`src/rtl/srl32_fifo_ctrl.sv`:
```
// First-word-fall-through FIFO on 32-deep addressable shift-register slices.
// Occupancy and tap address are tracked so the oldest word sits on o_data_out.
module srl32_slice (
  input  logic       i_clk,
  input  logic       i_ce,
  input  logic       i_d,
  input  logic [4:0] i_a,
  output logic       o_q
);

  logic [31:0] r_data;

  // No reset: contents are masked by the occupancy count.
  always_ff @(posedge i_clk) begin
    if (i_ce)
      r_data <= {r_data[30:0], i_d};
  end

  assign o_q = r_data[i_a];

endmodule

module srl32_fifo_ctrl #(
  parameter int WIDTH = 8,
  parameter int DEPTH = 32
) (
  input  logic             i_clk,
  input  logic             i_rst,
  input  logic [WIDTH-1:0] i_data_in,
  input  logic             i_write,
  input  logic             i_read,
  output logic [WIDTH-1:0] o_data_out,
  output logic             o_data_present,
  output logic             o_half_full,
  output logic             o_full,
  output logic [5:0]       o_count,
  output logic             o_overflow,
  output logic             o_underflow
);

  localparam logic [5:0] LP_FULL = 6'(DEPTH);
  localparam logic [5:0] LP_HALF = 6'(DEPTH / 2);

  logic [5:0] r_count;
  logic [4:0] r_addr;
  logic       r_present;
  logic       r_half;
  logic       r_full;
  logic       r_ovf;
  logic       r_unf;

  logic       w_wr_acc;
  logic       w_rd_acc;
  logic       w_push;
  logic       w_pop;
  logic       w_ce;
  logic [5:0] w_cnt_nxt;
  logic [4:0] w_addr_nxt;

  assign w_wr_acc = i_write & (~r_full | i_read);
  assign w_rd_acc = i_read & r_present;
  assign w_push   = w_wr_acc & ~w_rd_acc;
  assign w_pop    = w_rd_acc & ~w_wr_acc;
  assign w_ce     = w_wr_acc & ~i_rst;

  always_comb begin
    w_cnt_nxt  = r_count;
    w_addr_nxt = r_addr;
    unique case (1'b1)
      w_push: begin
        w_cnt_nxt  = r_count + 6'd1;
        w_addr_nxt = (r_count == 6'd0) ? 5'd0 : r_addr + 5'd1;
      end
      w_pop: begin
        w_cnt_nxt  = r_count - 6'd1;
        w_addr_nxt = (r_count == 6'd1) ? 5'd0 : r_addr - 5'd1;
      end
      default: begin
        w_cnt_nxt  = r_count;
        w_addr_nxt = r_addr;
      end
    endcase
  end

  always_ff @(posedge i_clk) begin
    if (i_rst) begin
      r_count   <= 6'd0;
      r_addr    <= 5'd0;
      r_present <= 1'b0;
      r_half    <= 1'b0;
      r_full    <= 1'b0;
      r_ovf     <= 1'b0;
      r_unf     <= 1'b0;
    end else begin
      r_count   <= w_cnt_nxt;
      r_addr    <= w_addr_nxt;
      r_present <= (w_cnt_nxt != 6'd0);
      r_half    <= (w_cnt_nxt >= LP_HALF);
      r_full    <= (w_cnt_nxt == LP_FULL);
      if (i_write & r_full & ~i_read)
        r_ovf <= 1'b1;
      if (i_read & ~r_present)
        r_unf <= 1'b1;
    end
  end

  for (genvar g = 0; g < WIDTH; g++) begin : g_slice
    srl32_slice u_slice (
      .i_clk (i_clk),
      .i_ce  (w_ce),
      .i_d   (i_data_in[g]),
      .i_a   (r_addr),
      .o_q   (o_data_out[g])
    );
  end

  assign o_data_present = r_present;
  assign o_half_full    = r_half;
  assign o_full         = r_full;
  assign o_count        = r_count;
  assign o_overflow     = r_ovf;
  assign o_underflow    = r_unf;

endmodule

```
`config.mk`:
```
export PLATFORM = sky130hd
export DESIGN_NAME = srl32_fifo_ctrl
export DESIGN_NICKNAME = d
export VERILOG_FILES = /design/src/rtl/srl32_fifo_ctrl.sv
export SDC_FILE = /design/constraint.sdc
export NUM_CORES = 1
export LEC_CHECK = 0
export ABC_CLOCK_PERIOD_IN_PS = 16200
export CORE_MARGIN = 2
export CORE_UTILIZATION = 42
export CTS_BUF_LIST = sky130_fd_sc_hd__clkbuf_16
export DETAILED_ROUTE_END_ITERATION = 16
export MAX_ROUTING_LAYER = met4
export SLEW_MARGIN = 20
export SYNTH_ARGS = -nofsm -noshare
export SYNTH_HDL_FRONTEND = slang
export SYNTH_HIERARCHICAL = 1
export SYNTH_SLANG_ARGS = --single-unit
```
`constraint.sdc`:
```
create_clock -name i_clk -period 16.2 [get_ports i_clk]
set_clock_uncertainty 0.15 [all_clocks]
set_input_delay 3.24 -clock i_clk [delete_from_list [all_inputs] [get_ports i_clk]]
set_output_delay 3.24 -clock i_clk [all_outputs]
set_load 0.05 [all_outputs]
```
# == Word level (Yosys, flattened, before mapping) ==
# Cells that the tools add are included.
# word_totals
elab_cells,61
output_inout_bits,19
in_bits,12
regBits,272
# classes
bitwise_logic,15
n_reduce_logical,3
n_mux,20
add_sub_neg,4
n_eq_ne,2
magnitude_cmp,2
# op_table
op,count
binary-select mux 1 bit (select 5 bit),8
case mux 6 bit (2 select lines),1
2-to-1 mux 5 bit,2
case mux 5 bit (2 select lines),1
bitwise AND 1 bit,8
2-to-1 mux 1 bit,8
"adder 6 x 1 -> 6 bit, second input constant",1
"equality test 6 x 1 -> 1 bit, second input constant",1
"equality test 6 bit, second input constant",1
">= comparator 6 x 5 -> 1 bit, second input constant",1
zero test 6 bit,1
"< comparator 5 x 6 -> 1 bit, second input constant",1
NOT 1 bit,6
nonzero test 6 bit,1
"subtractor 6 x 1 -> 6 bit, second input constant",1
"adder 5 x 1 -> 5 bit, second input constant",1
"subtractor 5 x 1 -> 5 bit, second input constant",1
nonzero test 2 bit,1
bitwise OR 1 bit,1

# == Depth between registers and ports, before layout ==
# Gate-level depths: netlist of the first run.
# logic_depth
depth_word,7
mapped_depth,10
mapped_depth_nobuf,9

# == Cells and area by module ==
# Netlist of the first run, hierarchy kept.
# by_module_without_submodules
mod,area_per_inst_um2,instances,cells_each,seq_area_each_um2
srl32_slice,1286.2,8,73,960.9
srl32_fifo_ctrl,1078.5,1,128,320.3

# == Least setup slack after synthesis of the first run ==
# OpenSTA, ideal clock, no wires.
# synth_timing
path_type,input-to-reg
start,in i_rst
end,reg g_slice[0].u_slice.r_data[0] (enable)
setup_slack_ns,0.906
arrival_ns,14.265
setup_ns,0.879
n_path_buf,2
cell_stages,3
required_time_ns,15.171
path_cell_list,clkbuf_1 -> clkbuf_1 -> nor2_1
# synth_via
elab_chain_cells,2
# synth_rtl
item,line,source
"start, declared",28,"input logic i_rst,"
NOT 1 bit,64,assign w_ce = w_wr_acc & ~i_rst;
bitwise AND 1 bit,64,
net w_ce,56,logic w_ce;
"end signal, assigned",16,"r_data <= {r_data[30:0], i_d};"
"end, declared",11,logic [31:0] r_data;
# The timed path passes the listed nets, and every way through them passes these cells.
# A chain may end at the register's enable or synchronous reset.

# == Worst setup path after layout of the first run ==
# layout_timing
start,reg r_addr[0]
end,out o_data_out[2]
# layout_via
elab_chain_cells,2
# layout_rtl
item,line,source
"start, declared",45,logic [4:0] r_addr;
"start signal, assigned",96,r_addr <= w_addr_nxt;
binary-select mux 1 bit (select 5 bit),19,assign o_q = r_data[i_a];
2-to-1 mux 1 bit (implied by the code),19,
"end, declared",32,"output logic [WIDTH-1:0] o_data_out,"
# Every way passes these cells. The select of a mux whose other input is x is not followed.

==> results of run 1 <==
==> layer usage <==
| metal | GRT usage [%] | routed length (um) | part of all wire [%] |
|---|---|---|---|
| met1 | 20.0 | 9340 | 48 |
| met2 | 20.8 | 8570 | 44 |
| met3 | 2.81 | 1070 | 5.5 |
| met4 | 3.94 | 417 | 2.1 |
| met5 | - | 0 | 0 |
==> through the flow <==
step | hold WS (ns) | cells | area (um^2) | worst slack, ns | utilization [%]
final | 0.288 | 1119 | 12800 | 9.02 | 47.6
after global routing | 0.307 | 1119 | 12800 | 8.71 | 47.6
after CTS | 0.295 | 1119 | 12700 | 8.98 | 47.6
after detailed placement | 0.281 | 1067 | 11900 | 9.03 | 44.3
after global placement | 0.282 | 1067 | 11900 | 9.25 | 44.3
after floorplan | 0.276 | 712 | 11400 | 0.906 | -
==> cells in the final DEF, fill, tap and decap left out, types with 2 or more instances in the layout <==
cell type	count
edfxtp_1	256
mux2i_1	129
nand2_1	54
a21oi_1	34
a22oi_1	34
clkdlybuf4s50_1	30
clkbuf_16	29
inv_1	23
nand3_1	20
nor2_1	18
dfxtp_1	15
a211oi_1	12
nor2b_1	10
nand2b_1	9
clkinv_2	8
and2b_1	8
and2_1	8
nand4b_1	8
a311o_1	8
buf_4	8
ha_1	7
nor3_1	4
o21ai_0	3
clkinv_1	3
o22ai_1	2
or3_1	2
a221o_1	2
a221oi_2	2
nand4_1	2
a31oi_1	2
mux2_1	2
bufinv_16	2
==> power by group <==
| part | switching [mW] | internal, mW | leakage, nW |
|---|---|---|---|
| clock | 0.256 | 0.354 | 0.468 |
| sequential | 0.0285 | 0.802 | 2.53 |
| combinational | 0.139 | 0.0954 | 1.06 |
| total | 0.423 | 1.25 | 4.06 |
==> worst register-to-register path: cells and delay by family (launching register included) <==
| kind | cells | cell delay (ns) |
|---|---|---|
| compound gates | 1 | 0.20 |
| simple gates | 1 | 0.61 |
| buf+inv | 3 | 1.54 |
| flops | 1 | 0.33 |
==> flip-flops by register name, indices dropped and copies added (netlist names) <==
register,cells
g_slice.u_slice/r_data,256
o_count,6
o_data_present,1
o_full,1
o_half_full,1
o_overflow,1
o_underflow,1
r_addr,5
==> synth_stat cells (2+ instances only) <==
| cell | number | area share (%) |
|---|---|---|
| buf_6 | 11 | 1.1 |
| clkbuf_1 | 3 | 0.099 |
| nand2_1 | 54 | 1.8 |
| nor2_1 | 19 | 0.63 |
| nand3_1 | 20 | 0.88 |
| a221o_1 | 2 | 0.18 |
| inv_1 | 15 | 0.50 |
| nor3_1 | 4 | 0.18 |
| a21oi_1 | 34 | 1.5 |
| dfxtp_1 | 16 | 2.8 |
| edfxtp_1 | 256 | 68 |
| mux2_1 | 2 | 0.20 |
| nand4_1 | 2 | 0.11 |
| or3_1 | 2 | 0.11 |
| and2_1 | 8 | 0.44 |
| a31oi_1 | 2 | 0.11 |
| nand2b_1 | 9 | 0.50 |
| a221oi_2 | 2 | 0.26 |
| a311o_1 | 8 | 0.70 |
| and2b_1 | 8 | 0.53 |
| o21ai_0 | 3 | 0.13 |
| nor2b_1 | 10 | 0.55 |
| mux2i_1 | 129 | 11 |
| ha_1 | 7 | 0.77 |
| o22ai_1 | 2 | 0.11 |
| a22oi_1 | 34 | 2.2 |
| nand4b_1 | 8 | 0.62 |
| a211oi_1 | 12 | 0.79 |
| buf_12 | 8 | 1.4 |
==> logic make-up (layout without fill, tap and decap cells) <==
family          count (synthesis)  in the layout  share of synthesized area, %
simple gates                  150            150                          6.90
xor+xnor                        1              1                        0.0771
flops                         272            272                          70.4
buf+inv                        40            106                          3.21
fa+ha+maj                       7              7                         0.770
compound gates                110            110                          6.94
mux                           132            132                          11.7
==> final cells by class <==
| cell class | instances | area, um^2 |
|---|---|---|
| clock inverter | 23 | 158 |
| tap | 341 | 427 |
| fill | 2263 | 14000 |
| timing repair buffer | 39 | 372 |
| sequential | 272 | 8010 |
| multi-input combinational | 400 | 3000 |
| inverter | 15 | 56.3 |
| clock buffer | 29 | 726 |
==> worst max path at each step <==
stage | from | endpoint | slack (ns)
floorplan | i_rst | g_slice[0].u_slice/r_data[0]$_DFFE_PP_ | 0.91
global placement | i_rst | g_slice[3].u_slice/r_data[4]$_DFFE_PP_ | 9.25
detailed placement | i_rst | g_slice[3].u_slice/r_data[2]$_DFFE_PP_ | 9.03
CTS | r_addr[0]$_SDFFE_PP0N_ | o_data_out[2] | 8.98
global route | r_addr[0]$_SDFFE_PP0N_ | o_data_out[2] | 8.71
finish | r_addr[0]$_SDFFE_PP0N_ | o_data_out[2] | 9.02
==> flow_metrics.tcl, run 1 <==
set metrics [dict create \
    end_kind "primary output" \
    syn-cell-area_um2 11400 \
    drt_iter0_markers 496 \
    max_stage_delay_ns 0.85 \
    fp.dieW_um 169 \
    outcome "finished, final reports clean" \
    synth_seq_area_share_pct 70.4 \
    clk_pin_slew_ns 0.06 \
    path_cells "buf_4 > mux2i_1 > a22oi_1 > nand4b_1 > a21oi_1 > a311o_1 > clkdlybuf4s50_1" \
    drt_wl_total_mm 19.4 \
    grt_pass1_wl_mm 31.9 \
    grt_pass1_vias 6166 \
    irDropWorstVdd_mv 0.0823 \
    rows 60 \
    synth_edf_count 256 \
    diodes 0 \
    max_slew_margin_pct 34.3 \
    fin_nets 775 \
    dp_hpwl_mm 11.2 \
    min_from "g_slice[7].u_slice/r_data[1]$_DFFE_PP_" \
    die_area_um2 28400 \
    crit_arrival_ns 3.79 \
    finalHoldViolations 0 \
    wl_per_cell_um 17.3 \
    fin_tns_setup_ns 0 \
    area_growth_pct 12.2 \
    synth_cells 712 \
    reg2reg_depth 5 \
    async_flop_share_pct 0 \
    ys_types 51 \
    clkLatencyLatePin_ns 0.54 \
    power_mw 1.67 \
    core_um2 26800 \
    power.leakage_nw 4.06 \
    via_count 6087 \
    ys_ff_latch 272 \
    start_util_pct 42.4 \
    crit_family "buffers and inverters" \
    fmax_ghz 0.139 \
    ctsResizeCount 0 \
    critPathLaunchType "flip-flop" \
    synth_warnings 6 \
    cts_tree "yes" \
    grt_use_total_pct 14.1 \
    hold_buffers 0 \
    critPathBufInv 2 \
    post_cts_buffers 0 \
    hold-path-cell-count 0 \
    port_buffers 30 \
    clock_sinks 272 \
    finalSetupViolCount 0 \
    ant_nets 0 \
    holdPathEnd "g_slice[7].u_slice/r_data[2]$_DFFE_PP_" \
    hold_path.class "flip-flop to flip-flop" \
    fin_crit_sh_pct 44.4 \
    worst-path-stages 7 \
    rsz0062_at_grt "no" \
    drive_gt1_share_pct 7.84 \
    worst_path_max_delay_cell "clkdlybuf4s50_1" \
    viasPerCell 5.44 \
    cts_buffers 28 \
    cts_max_level 1 \
    gp_congestion 0.826 \
    max_cap_viol_count 0 \
    cts_buffer_depth 3 \
    synthFlopType "edfxtp_1" \
    tightest_slew_ns 0.985 \
    path_class "flip-flop to primary output" \
    dr.pass1.iters 5 \
    root_buffer "clkbuf_16" \
    syn_nets 731 \
    reg2reg_setup_slack_ns 12.97 \
    antenna_found_initial 0 \
    grt_start_max_net_pins 90 \
    drc 0 \
    r2r-end "g_slice[3].u_slice/r_data[6]$_DFFE_PP_" \
    grt_overflow 0 \
    fp.dieH_um 169 \
    finalMaxSlewViolations 0 \
    critPathRequiredTime_ns 12.81 \
    min_period_ns 7.18 \
    syn_avg_cell_area_um2 16.0 \
    cp_max_fo 48 \
    worst_r2r_startpoint "o_full$_SDFF_PP0_" \
    powerDensity_nw_per_um2 131 \
    ios 31 \
]
No activity file was read; power rests on OpenSTA's default activity.
==> inputs of run 2 (changes only) <==
ABC_CLOCK_PERIOD_IN_PS = 7290   (was 16200)
clock period = 7.29 ns   (was 16.2 ns; I/O delays follow)
==> flow_metrics.tcl, run 2 (synthesis results as in run 1) <==
set metrics [dict create \
    worst_r2r_startpoint "o_full$_SDFF_PP0_" \
    diodes 0 \
    holdPathEnd "g_slice[6].u_slice/r_data[2]$_DFFE_PP_" \
    critPathRequiredTime_ns 5.68 \
    start_util_pct 42.4 \
    ios 31 \
    fp.dieW_um 169 \
    max_slew_margin_pct 24.9 \
    final_area_um2 12900 \
    ant_nets 0 \
    post_cts_buffers 0 \
    end_kind "primary output" \
    largest_register_ffs 256 \
    gp_congestion 0.806 \
    via_count 6029 \
    finalSetupViolCount 0 \
    rows 60 \
    reg2reg_depth 9 \
    fin_tns_setup_ns 0 \
    multi_input_area_um2 3000 \
    fmax_ghz 0.186 \
    fin_nets 775 \
    dp_hpwl_mm 11.2 \
    clock_sinks 272 \
    grt_start_max_net_pins 139 \
    max_cap_viol_count 0 \
    grt_use_total_pct 14.2 \
    fp.dieH_um 169 \
    antenna_found_initial 0 \
    critPathLaunchType "flip-flop" \
    finalHoldViolations 0 \
    hold_buffers 0 \
    min_period_ns 5.38 \
    finalMaxSlewViolations 0 \
    rsz0062_at_grt "no" \
    hold_path.class "flip-flop to flip-flop" \
    worst_path_max_delay_cell "dfxtp_4" \
    cts_max_level 1 \
    place_area_um2 11900 \
    clk_pin_slew_ns 0.06 \
    power.leakage_nw 4.10 \
    powerDensity_nw_per_um2 301 \
    wl_per_cell_um 17.4 \
    fin_crit_sh_pct 73.8 \
    hold-path-cell-count 0 \
    tightest_slew_ns 1.13 \
    cts_tree "yes" \
    r2r-end "o_full$_SDFF_PP0_" \
    crit_arrival_ns 3.77 \
    ff_latch_area_um2 8010 \
    final_common_cell "edfxtp_1" \
    outcome "finished, final reports clean" \
    post-route-util_pct 48.0 \
    drive_gt1_share_pct 8.60 \
    fill_cells 2228 \
    root_buffer "clkbuf_16" \
    reg2reg_setup_slack_ns 4.10 \
    grt_pass1_wl_mm 32.1 \
    path_class "flip-flop to primary output" \
    area_growth_pct 13.2 \
    grt_overflow 0 \
    layout_common_cells "edfxtp_1, mux2i_1, nand2_1" \
    port_buffers 30 \
    drt_wl_total_mm 19.5 \
    irDropWorstVdd_mv 0.130 \
    drc 0 \
    critPathBufInv 2 \
    core_um2 26800 \
    max_stage_delay_ns 1.03 \
    min_from "g_slice[6].u_slice/r_data[1]$_DFFE_PP_" \
    grt_pass1_vias 6182 \
    cts_buffer_depth 3 \
    crit_family "buffers and inverters" \
    clkLatencyLatePin_ns 0.54 \
    drt_iter0_markers 488 \
    dr.pass1.iters 5 \
    die_area_um2 28400 \
    top_register "g_slice.u_slice/r_data" \
    cts_buffers 29 \
    cp_max_fo 65 \
    path_cells "buf_4 > mux2i_1 > a22oi_1 > nand4b_1 > a21oi_1 > a311o_1 > clkdlybuf4s50_1" \
    viasPerCell 5.38 \
    ctsResizeCount 0 \
]
-- run 2: cell count changes in the layout (fill, tap and decap cells not counted) --
cell       before  now
buf_12          0    2
buf_4           8    6
buf_6           1    0
bufinv_16       2    5
clkinv_1        3    4
clkinv_4        1    2
dfxtp_1        15   14
dfxtp_2         0    1
inv_1          23   18
inv_6           0    2
-- run 2: worst max path at each step --
stage	from	to	slack, ns	cells past startpoint
after CTS	r_addr[0]$_SDFFE_PP0N_	o_data_out[2]	1.90	7
after floorplan	i_rst	g_slice[0].u_slice/r_data[0]$_DFFE_PP_	1.01	3
after global routing	r_addr[0]$_SDFFE_PP0N_	o_data_out[2]	1.75	7
final	r_addr[0]$_SDFFE_PP0N_	o_data_out[2]	1.91	7
after detailed placement	r_addr[0]$_SDFFE_PP0N_	o_data_out[2]	2.50	7
after global placement	r_addr[0]$_SDFFE_PP0N_	o_data_out[2]	2.52	7
-- run 2: cell type report --
class                   instances  area share [%]
flip-flops and latches        272            62.3
inverters                      15           0.438
well taps                     341            3.32
multi-input cells             400            23.3
clock inverters                25            2.01
clock buffers                  29            5.64
repair buffers                 38            2.99
-- run 2: where the power goes --
part	total (mW)	switching [mW]	internal, mW	leakage, nW
Combinational	0.514	0.298	0.216	1.06
Sequential	1.86	0.0753	1.78	2.53
Clock	1.50	0.599	0.904	0.499
Total	3.87	0.973	2.90	4.10
-- run 2: per-stage QoR --
step	cells	setup slack [ns]	hold WS [ns]	power (mW)
floorplan	712	1.01	0.276	2.32
global placement	1066	2.52	0.282	2.39
detailed placement	1066	2.50	0.281	2.41
CTS	1120	1.90	0.276	3.93
global route	1120	1.75	0.295	4.03
finish	1120	1.91	0.286	3.87
-- run 2: metal layers --
layer,GRT usage (%),routed length (um),share of wire [%]
met3,2.41,853,4.4
met1,20.5,9560,49
met4,4.65,436,2.2
met2,20.6,8630,44
met5,-,0,0
